## src/rtl/action_tbl_pkg.sv

```systemverilog
// Shared types and helpers for the multi-channel action table.
// Optional per-byte parity storage is enabled with `define ACTION_PARITY_EN.
package action_tbl_pkg;

   localparam int unsigned DefEntries = 16;
   localparam int unsigned DefActionW = 64;
   localparam int unsigned DefNumCh   = 2;

   // Helpers work on a wide container; callers extend/truncate to their own width
   localparam int unsigned MaxW  = 512;
   localparam int unsigned MaxBe = MaxW / 8;

   typedef logic [MaxW-1:0]  word_t;
   typedef logic [MaxBe-1:0] be_t;

   typedef enum logic [0:0] {INIT, RUN} tbl_state_e;

   // Byte-wise merge: enabled bytes from new_w, the rest from old_w
   function automatic word_t merge_be(word_t old_w, word_t new_w, be_t be);
      word_t res;
      res = old_w;
      for (int i = 0; i < MaxBe; i++) begin
         if (be[i]) res[8*i +: 8] = new_w[8*i +: 8];
      end
      return res;
   endfunction

   // Even parity bit per byte (XOR of the byte's bits)
   function automatic be_t byte_par(word_t w);
      be_t p;
      for (int i = 0; i < MaxBe; i++) begin
         p[i] = ^w[8*i +: 8];
      end
      return p;
   endfunction

endpackage

```

## src/rtl/action_rd_chan.sv

```systemverilog
// One read channel of the action table: request/response handshake, output
// register and write-first bypass for same-cycle write collisions.
// With `define ACTION_PARITY_EN the channel also reports a registered parity error.
module action_rd_chan #(
   parameter int unsigned AW       = 4,
   parameter int unsigned ACTION_W = 64,
   parameter int unsigned BE_W     = ACTION_W / 8
) (
   input  logic                clk,
   input  logic                rst_n,
   input  logic                run,
   input  logic                req_valid,
   output logic                req_ready,
   input  logic [AW-1:0]       req_addr,
   output logic                resp_valid,
   input  logic                resp_ready,
   output logic [ACTION_W-1:0] resp_data,
   input  logic [ACTION_W-1:0] rd_data,
   input  logic                wr_fire,
   input  logic [AW-1:0]       wr_addr,
   input  logic [ACTION_W-1:0] wr_data,
   input  logic [BE_W-1:0]     wr_be
`ifdef ACTION_PARITY_EN
   ,
   input  logic [BE_W-1:0]     rd_par,
   input  logic [BE_W-1:0]     wr_par,
   output logic                resp_perr
`endif
);
   import action_tbl_pkg::*;

   logic                fire;
   logic                byp_hit;
   logic [ACTION_W-1:0] rd_word;
   logic                resp_valid_q;
   logic [ACTION_W-1:0] resp_data_q;

   // Accept when the output register is empty or drains this cycle; bypass a colliding write
   always_comb begin
      req_ready = run && (!resp_valid_q || resp_ready);
      fire      = req_valid && req_ready;
      byp_hit   = wr_fire && (wr_addr == req_addr);
      rd_word   = byp_hit ? ACTION_W'(merge_be(word_t'(rd_data), word_t'(wr_data), be_t'(wr_be)))
                          : rd_data;
   end

   // Response register: load on fire, clear valid on drain, data holds its last value
   always_ff @(posedge clk or negedge rst_n) begin
      if (!rst_n) begin
         resp_valid_q <= 1'b0;
         resp_data_q  <= '0;
      end else if (fire) begin
         resp_valid_q <= 1'b1;
         resp_data_q  <= rd_word;
      end else if (resp_ready) begin
         resp_valid_q <= 1'b0;
      end
   end

   assign resp_valid = resp_valid_q;
   assign resp_data  = resp_data_q;

`ifdef ACTION_PARITY_EN
   logic [BE_W-1:0] rd_par_m;
   logic            perr_d;
   logic            perr_q;

   // Check the (possibly bypassed) word against its merged stored parity
   always_comb begin
      rd_par_m = byp_hit ? ((rd_par & ~wr_be) | (wr_par & wr_be)) : rd_par;
      perr_d   = |(BE_W'(byte_par(word_t'(rd_word))) ^ rd_par_m);
   end

   // Parity flag travels with the response data
   always_ff @(posedge clk or negedge rst_n) begin
      if (!rst_n) perr_q <= 1'b0;
      else if (fire) perr_q <= perr_d;
   end

   assign resp_perr = perr_q;
`endif

endmodule

```

## src/rtl/action_table_mc.sv

```systemverilog
// Multi-channel action table: NUM_CH independent read channels, one byte-enabled
// write port and a zeroing sweep after reset or on clr_req.
// `define ACTION_PARITY_EN adds per-byte parity storage, resp_perr and inj_perr.
module action_table_mc #(
   parameter int unsigned  ENTRIES  = action_tbl_pkg::DefEntries,
   parameter int unsigned  ACTION_W = action_tbl_pkg::DefActionW,
   parameter int unsigned  NUM_CH   = action_tbl_pkg::DefNumCh,
   localparam int unsigned AW       = $clog2(ENTRIES),
   localparam int unsigned BE_W     = ACTION_W / 8
) (
   input  logic                       clk,
   input  logic                       rst_n,
   input  logic [NUM_CH-1:0]          req_valid,
   output logic [NUM_CH-1:0]          req_ready,
   input  logic [NUM_CH*AW-1:0]       req_addr,
   output logic [NUM_CH-1:0]          resp_valid,
   input  logic [NUM_CH-1:0]          resp_ready,
   output logic [NUM_CH*ACTION_W-1:0] resp_data,
   input  logic                       wr_en,
   output logic                       wr_ready,
   input  logic [AW-1:0]              wr_addr,
   input  logic [ACTION_W-1:0]        wr_data,
   input  logic [BE_W-1:0]            wr_be,
   input  logic                       clr_req,
   output logic                       init_done
`ifdef ACTION_PARITY_EN
   ,
   output logic [NUM_CH-1:0]          resp_perr,
   input  logic                       inj_perr
`endif
);
   import action_tbl_pkg::*;

   tbl_state_e          state_q, state_d;
   logic [AW-1:0]       ptr_q;
   logic                run;
   logic                wr_fire;
   logic [ACTION_W-1:0] mem_q [ENTRIES];

   // FSM state register
   always_ff @(posedge clk or negedge rst_n) begin
      if (!rst_n) state_q <= INIT;
      else        state_q <= state_d;
   end

   // FSM next state: sweep ends after the last entry; clear only honoured in RUN
   always_comb begin
      state_d = state_q;
      unique case (state_q)
         INIT:    if (ptr_q == AW'(ENTRIES - 1)) state_d = RUN;
         RUN:     if (clr_req) state_d = INIT;
         default: state_d = INIT;
      endcase
   end

   // FSM outputs: table is only usable in RUN
   always_comb begin
      run       = (state_q == RUN);
      wr_ready  = run;
      init_done = run;
      wr_fire   = wr_en && run;
   end

   // Sweep pointer; wraps to zero naturally at the end of a sweep
   always_ff @(posedge clk or negedge rst_n) begin
      if (!rst_n)                ptr_q <= '0;
      else if (state_q == INIT)  ptr_q <= ptr_q + AW'(1);
      else if (clr_req)          ptr_q <= '0;
   end

   // Storage: zero one entry per sweep cycle, otherwise apply byte-enabled writes
   always_ff @(posedge clk) begin
      if (state_q == INIT) begin
         mem_q[ptr_q] <= '0;
      end else if (wr_fire) begin
         mem_q[wr_addr] <= ACTION_W'(merge_be(word_t'(mem_q[wr_addr]), word_t'(wr_data),
                                              be_t'(wr_be)));
      end
   end

`ifdef ACTION_PARITY_EN
   logic [BE_W-1:0] par_q [ENTRIES];
   logic [BE_W-1:0] wr_par;

   // Parity of the incoming bytes; inj_perr corrupts byte 0 for test
   always_comb begin
      wr_par = BE_W'(byte_par(word_t'(wr_data))) ^ {{(BE_W-1){1'b0}}, inj_perr};
   end

   // Parity storage follows the data array, merged per byte enable
   always_ff @(posedge clk) begin
      if (state_q == INIT) begin
         par_q[ptr_q] <= '0;
      end else if (wr_fire) begin
         par_q[wr_addr] <= (par_q[wr_addr] & ~wr_be) | (wr_par & wr_be);
      end
   end
`endif

   for (genvar c = 0; c < NUM_CH; c++) begin : g_ch
      action_rd_chan #(
         .AW       (AW),
         .ACTION_W (ACTION_W),
         .BE_W     (BE_W)
      ) u_chan (
         .clk        (clk),
         .rst_n      (rst_n),
         .run        (run),
         .req_valid  (req_valid[c]),
         .req_ready  (req_ready[c]),
         .req_addr   (req_addr[c*AW +: AW]),
         .resp_valid (resp_valid[c]),
         .resp_ready (resp_ready[c]),
         .resp_data  (resp_data[c*ACTION_W +: ACTION_W]),
         .rd_data    (mem_q[req_addr[c*AW +: AW]]),
         .wr_fire    (wr_fire),
         .wr_addr    (wr_addr),
         .wr_data    (wr_data),
         .wr_be      (wr_be)
`ifdef ACTION_PARITY_EN
         ,
         .rd_par     (par_q[req_addr[c*AW +: AW]]),
         .wr_par     (wr_par),
         .resp_perr  (resp_perr[c])
`endif
      );
   end

endmodule

```

## config.mk

```make
export PLATFORM = sky130hd
export DESIGN_NAME = action_table_mc
export DESIGN_NICKNAME = d
export VERILOG_FILES = /design/src/rtl/action_tbl_pkg.sv /design/src/rtl/action_rd_chan.sv /design/src/rtl/action_table_mc.sv
export SDC_FILE = /design/constraint.sdc
export NUM_CORES = 1
export LEC_CHECK = 0
export CAP_MARGIN = 20
export CORE_MARGIN = 3
export CORE_UTILIZATION = 55
export DETAILED_ROUTE_END_ITERATION = 6
export PLACE_DENSITY = 0.76
export SETUP_SLACK_MARGIN = 0.4
export SLEW_MARGIN = 5
export SYNTH_ARGS = -nofsm -noshare
export SYNTH_HDL_FRONTEND = slang
export SYNTH_SLANG_ARGS = --single-unit
```

## constraint.sdc

```tcl
create_clock -name clk -period 2.4 [get_ports clk]
set_input_delay 0.48 -clock clk [delete_from_list [all_inputs] [get_ports clk]]
set_output_delay 0.48 -clock clk [all_outputs]
set_load 0.05 [all_outputs]
```

# == Word level (Yosys, flattened, before mapping) ==
# Memory sizes are Yosys's and may differ from the RTL's.
# Index checks and enable logic that the tools add are counted.
# classes
add_sub_neg,1
eq_ne,12
mux,58
n_bitwise,1
n_reduce_logical,22
# op_table
operator,count
$mux 8,41
$mux 64,3
$reduce_or 64->1,1
$ne 3x3->1 const B,8
$reduce_and 2->1,8
$mux 4,3
$mux 1,10
$eq 4x4->1,2
$logic_and 1x1->1,7
$add 4x1->4 const B,1
$eq 4x4->1 const B,1
$reduce_bool 2->1,2
$logic_not 1->1,2
$logic_or 1x1->1,2
$ne 2x2->1 const B,1
$pmux 1 s2,1
$not 1->1,1
# totals
regBits,135
ramBits,1024
in_bits,92
output_inout_bits,134
wordCells,101
n_memories,1
# mem_list
memory,depth,width,read_ports,rd_clocked_by_memory_dff,write_ports,line,source
mem_q,16,64,2,0,1,action_table_mc.sv:38,logic [ACTION_W-1:0] mem_q [ENTRIES];

# == Logic depth before layout (Yosys ltp) ==
# depth
word_depth,7
mapped_depth,8

# == Hierarchy ==
# Synthesis repeated with hierarchy kept, for this count alone.
# unflattened
hier_cells,2842
area_unflattened_um2,54329.6
# modules_own_cells
mod,instances,cells_per_inst,area_per_inst_um2,seq_area_each_um2
action_table_mc,1,2404,47558.1,30874.6
action_rd_chan,2,219,3385.7,1626.6

# == Worst setup path after synthesis ==
# Ideal clock, no wire load.
# synth_timing
path_type,register to register
from,register state_q (netlist: init_done)
to,memory mem_q[3][48] (enable)
setup_ps,383
arrival_ps,2448
required_time_ps,2017
path_slack_ps,-432
stages_incl_launch_ff,7
cell_sequence,dfrtp_1 -> buf_2 -> nand2_1 -> a21oi_4 -> mux2_4 -> buf_6 -> nor3_1
# synth_via
elab_chain_len,7
# synth_rtl
element,line,source
"start, declared",action_table_mc.sv:34,"tbl_state_e state_q, state_d;"
"start signal, assigned",action_table_mc.sv:43,else state_q <= state_d;
$logic_and 1x1->1,action_table_mc.sv:61,wr_fire = wr_en && run;
$mux 1,action_table_mc.sv:75,end else if (wr_fire) begin
$mux 1,action_table_mc.sv:73,if (state_q == INIT) begin
$mux 1 (implied by the code),action_table_mc.sv:76,"mem_q[wr_addr] <= ACTION_W'(merge_be(word_t'(mem_q[wr_addr]), word_t'(wr_data),"
$reduce_and 2->1 (no source line),--,
$reduce_or 64->1 (no source line),--,
$mux 4 (no source line) / $mux 8 (equally long branches),--,
"end, declared",action_table_mc.sv:38,
# Several ways; a longest one is shown, not always the timed one.

# == Worst setup path after layout ==
# layout_timing
from,register state_q (netlist: init_done)
to,memory mem_q[5][30] (enable)
# The elaborated chain is that of the path after synthesis.

==> qor.txt <==
Status: finished, violations left
Failing checks: design-rule violations
Number of flops mapped to enable cells by yosys: 1024
Via/cell ratio: 7.31
Setup ws final: 0.0400 ns
Core ar.: 101000 sq um
Initial antenna violation count: 10
Initial Util: 0.557
Commonest cells after routing, fill and taps aside: edfxtp_1, mux4_2, buf_12
Fraction of layout cells with a size suffix above 1: 0.373
Maximum VDD drop: 0.810 mV
Slew Limit Fails: 0
Slew @ Worst Pin: 0.568 ns
CTS H-tree lvls: 3
GR Layer Usage met2: 0.542
Die height: 326 microns
Gpl congestion: 0.926
Hold Fails Final Rpt: 0
Root buffer cell: clkbuf_16
WHS: 0.185 ns
IO Port Bufs: 225
Met1 Resource Use GR: 0.462
Worst Path Max Fanout: 8
Starting DRT DRC Count: 6346
Clk Latency, worst-skew pair: 0.70 ns
Top_reg_cell synth: edfxtp_1
Share of the yosys chip area belonging to registers: 0.608
WHS Path Cells: 3
I/O Pins: 226
Clk slew on worst S/H paths: 0.07 ns
Commonest non-fill, non-tap cell in the layout: edfxtp_1
Fin crit share: 0.983
Critical path data required time: 2.80 ns
Die Width: 326 microns
Number of clock sinks: 1159
Final clock skew: 0.0248 ns
Synth-to-layout area growth: 29.5%
RSZ-0062 raised after global routing: yes
Warnings, synthesis: 0
Post-Syn Nets: 3450
Die area: 106000 sq um
Drt drc: 3
Worst R2R Setup Slack: 0.04 ns
CP Launch Type: flop
Leak Pwr: 25.8 nW
Rel. slew slack: 0.621
Total CTS buffers: 115
Pin count of the biggest net entering global routing: 83
Setup WS pre-CTS: -1.08 ns
Synth unique cells: 38
Number of global-route vias before repair: 40200
Post-Route WL: 185000 microns
Synth area leader: edfxtp_1
First-pass GRT wire length: 270000 microns
Arr. time, crit path: 2.76 ns
Filler cells: 5668
Vias after detailed routing: 39300
Routed wire per std cell: 34.4 microns
CTS tree: done
Total track usage: 0.346
Synth top area share: 0.548
Max Buffers Root-to-Sink: 3
Top cells by area, synth: edfxtp_1, mux4_2, dfrtp_1
Crit end category: flop
Power per cell area: 1090 nW/um^2
Hold Crit Class: input pin to flop
Pre-Repair DR Iteration Count: 7
Fraction of registers with async set/reset: 0.116
Post-route ant nets: 0
Post-synthesis average cell area: 16.7 sq um
M3 GR Usage: 0.103
Final setup fails: 0
Seq. cell area: 34100 sq um
Num rows: 116
Aggregate global routing overflow: 0
Layer with the highest usage: met2
Max-Cap Viols: 0
Multi-input logic area: 21600 sq um
Mapped Area: 56100 sq um
Layout net count: 4006
Syn Inst Count: 3357
R2R cell count: 10
Fmax: 424 MHz
Yosys reg bits: 1159
CP Class: flop to flop
Min Tclk post-route: 2.36 ns
DP HPWL: 119000 microns
## timing repair
action,CTS,global route
pin swaps,59,42
resized for setup,179,174
endpoints found under the setup margin,2308,1868
gates cloned,15,1
hold endpoints to repair,33,0
buffers inserted,56,21
hold buffers,1,0
## flip-flops by register name (all words and copies together) (netlist names)
name and count:
g_ch.u_chan.resp_data 128, g_ch.u_chan.resp_valid 2, init_done 1, mem_q 1024, ptr_q 4
## worst paths after layout
kind,from,to
setup / recovery,init_done,mem_q[5][30]
hold / removal,req_valid[1],g_ch[1].u_chan.resp_valid
setup reg to reg,init_done,mem_q[5][30]
hold reg to reg,ptr_q[0],ptr_q[0]
max in group asynchronous,rst_n,init_done
min in group asynchronous,rst_n,g_ch[0].u_chan.resp_data[48]
## per-layer routing
metal	vias up	routed length, microns
met1	19900	61800
li1	15300	-
met3	594	27200
met4	2	8380
met5	-	13
met2	3464	87500
## per-stage QoR
| stage | std cells | utilization | power [mW] | TNS, ns | instance area (sq um) |
|---|---|---|---|---|---|
| 3_3_place_gp | 5058 | 0.663 | 55.7 | -1365.40 | 66800 |
| 4_1_cts | 5347 | 0.717 | 78.6 | 0 | 72200 |
| 6_report | 5378 | 0.722 | 79.6 | 0 | 72700 |
| 5_1_grt | 5369 | 0.722 | 81.8 | 0 | 72700 |
| 3_5_place_dp | 5059 | 0.663 | 56.8 | -1426.10 | 66800 |
| 2_1_floorplan | 3357 | - | 45.1 | 0 | 57700 |
## cell usage after synthesis, drive strengths merged (4+ instances only)
master  number
edfxtp    1024
mux4       512
a22o       248
clkbuf     195
buf        156
inv        137
dfrtp      135
nor2       132
o21ai      129
a31oi      128
a41oi      128
and4       128
nor3       128
and2        68
nor2b       18
nand2       16
o31ai       16
nand3       10
xnor2        9
a21boi       8
and3         8
mux2i        7
a22oi        4
## final cells by class
type / instances / share of cell area
well taps: 1357 / 0.0234
multi-input cells: 1710 / 0.297
diodes: 9 / 0.000310
flip-flops and latches: 1159 / 0.469
clock inverters: 69 / 0.0119
clock buffers: 147 / 0.0432
repair buffers: 790 / 0.148
inverters: 137 / 0.00707
## kinds of logic after synthesis
group / share of synthesized area
XOR/XNOR: 0.00183
AO/OA/AOI/OAI: 0.0902
multiplexers: 0.207
AND/OR/NAND/NOR: 0.0539
buffers and inverters: 0.0388
flip-flops: 0.608
adder cells (fa/ha/maj): 0.000223
## critical path: stages (launching register included)
cell and delay [ns]:
dfrtp_4 0.52, nand2_4 0.09, a21oi_4 0.04, buf_6 0.13, buf_8 0.12, buf_6 0.11
buf_12 0.11, mux2i_4 0.24, bufbuf_16 0.34, nor3_4 0.20, buf_12 0.16
## where the power goes
group	internal, mW	switching, mW
Clock	11.2	7.95
Sequential	27.3	2.37
Combinational	13.0	17.8
Note: power is estimated with default switching activity, not from simulation.
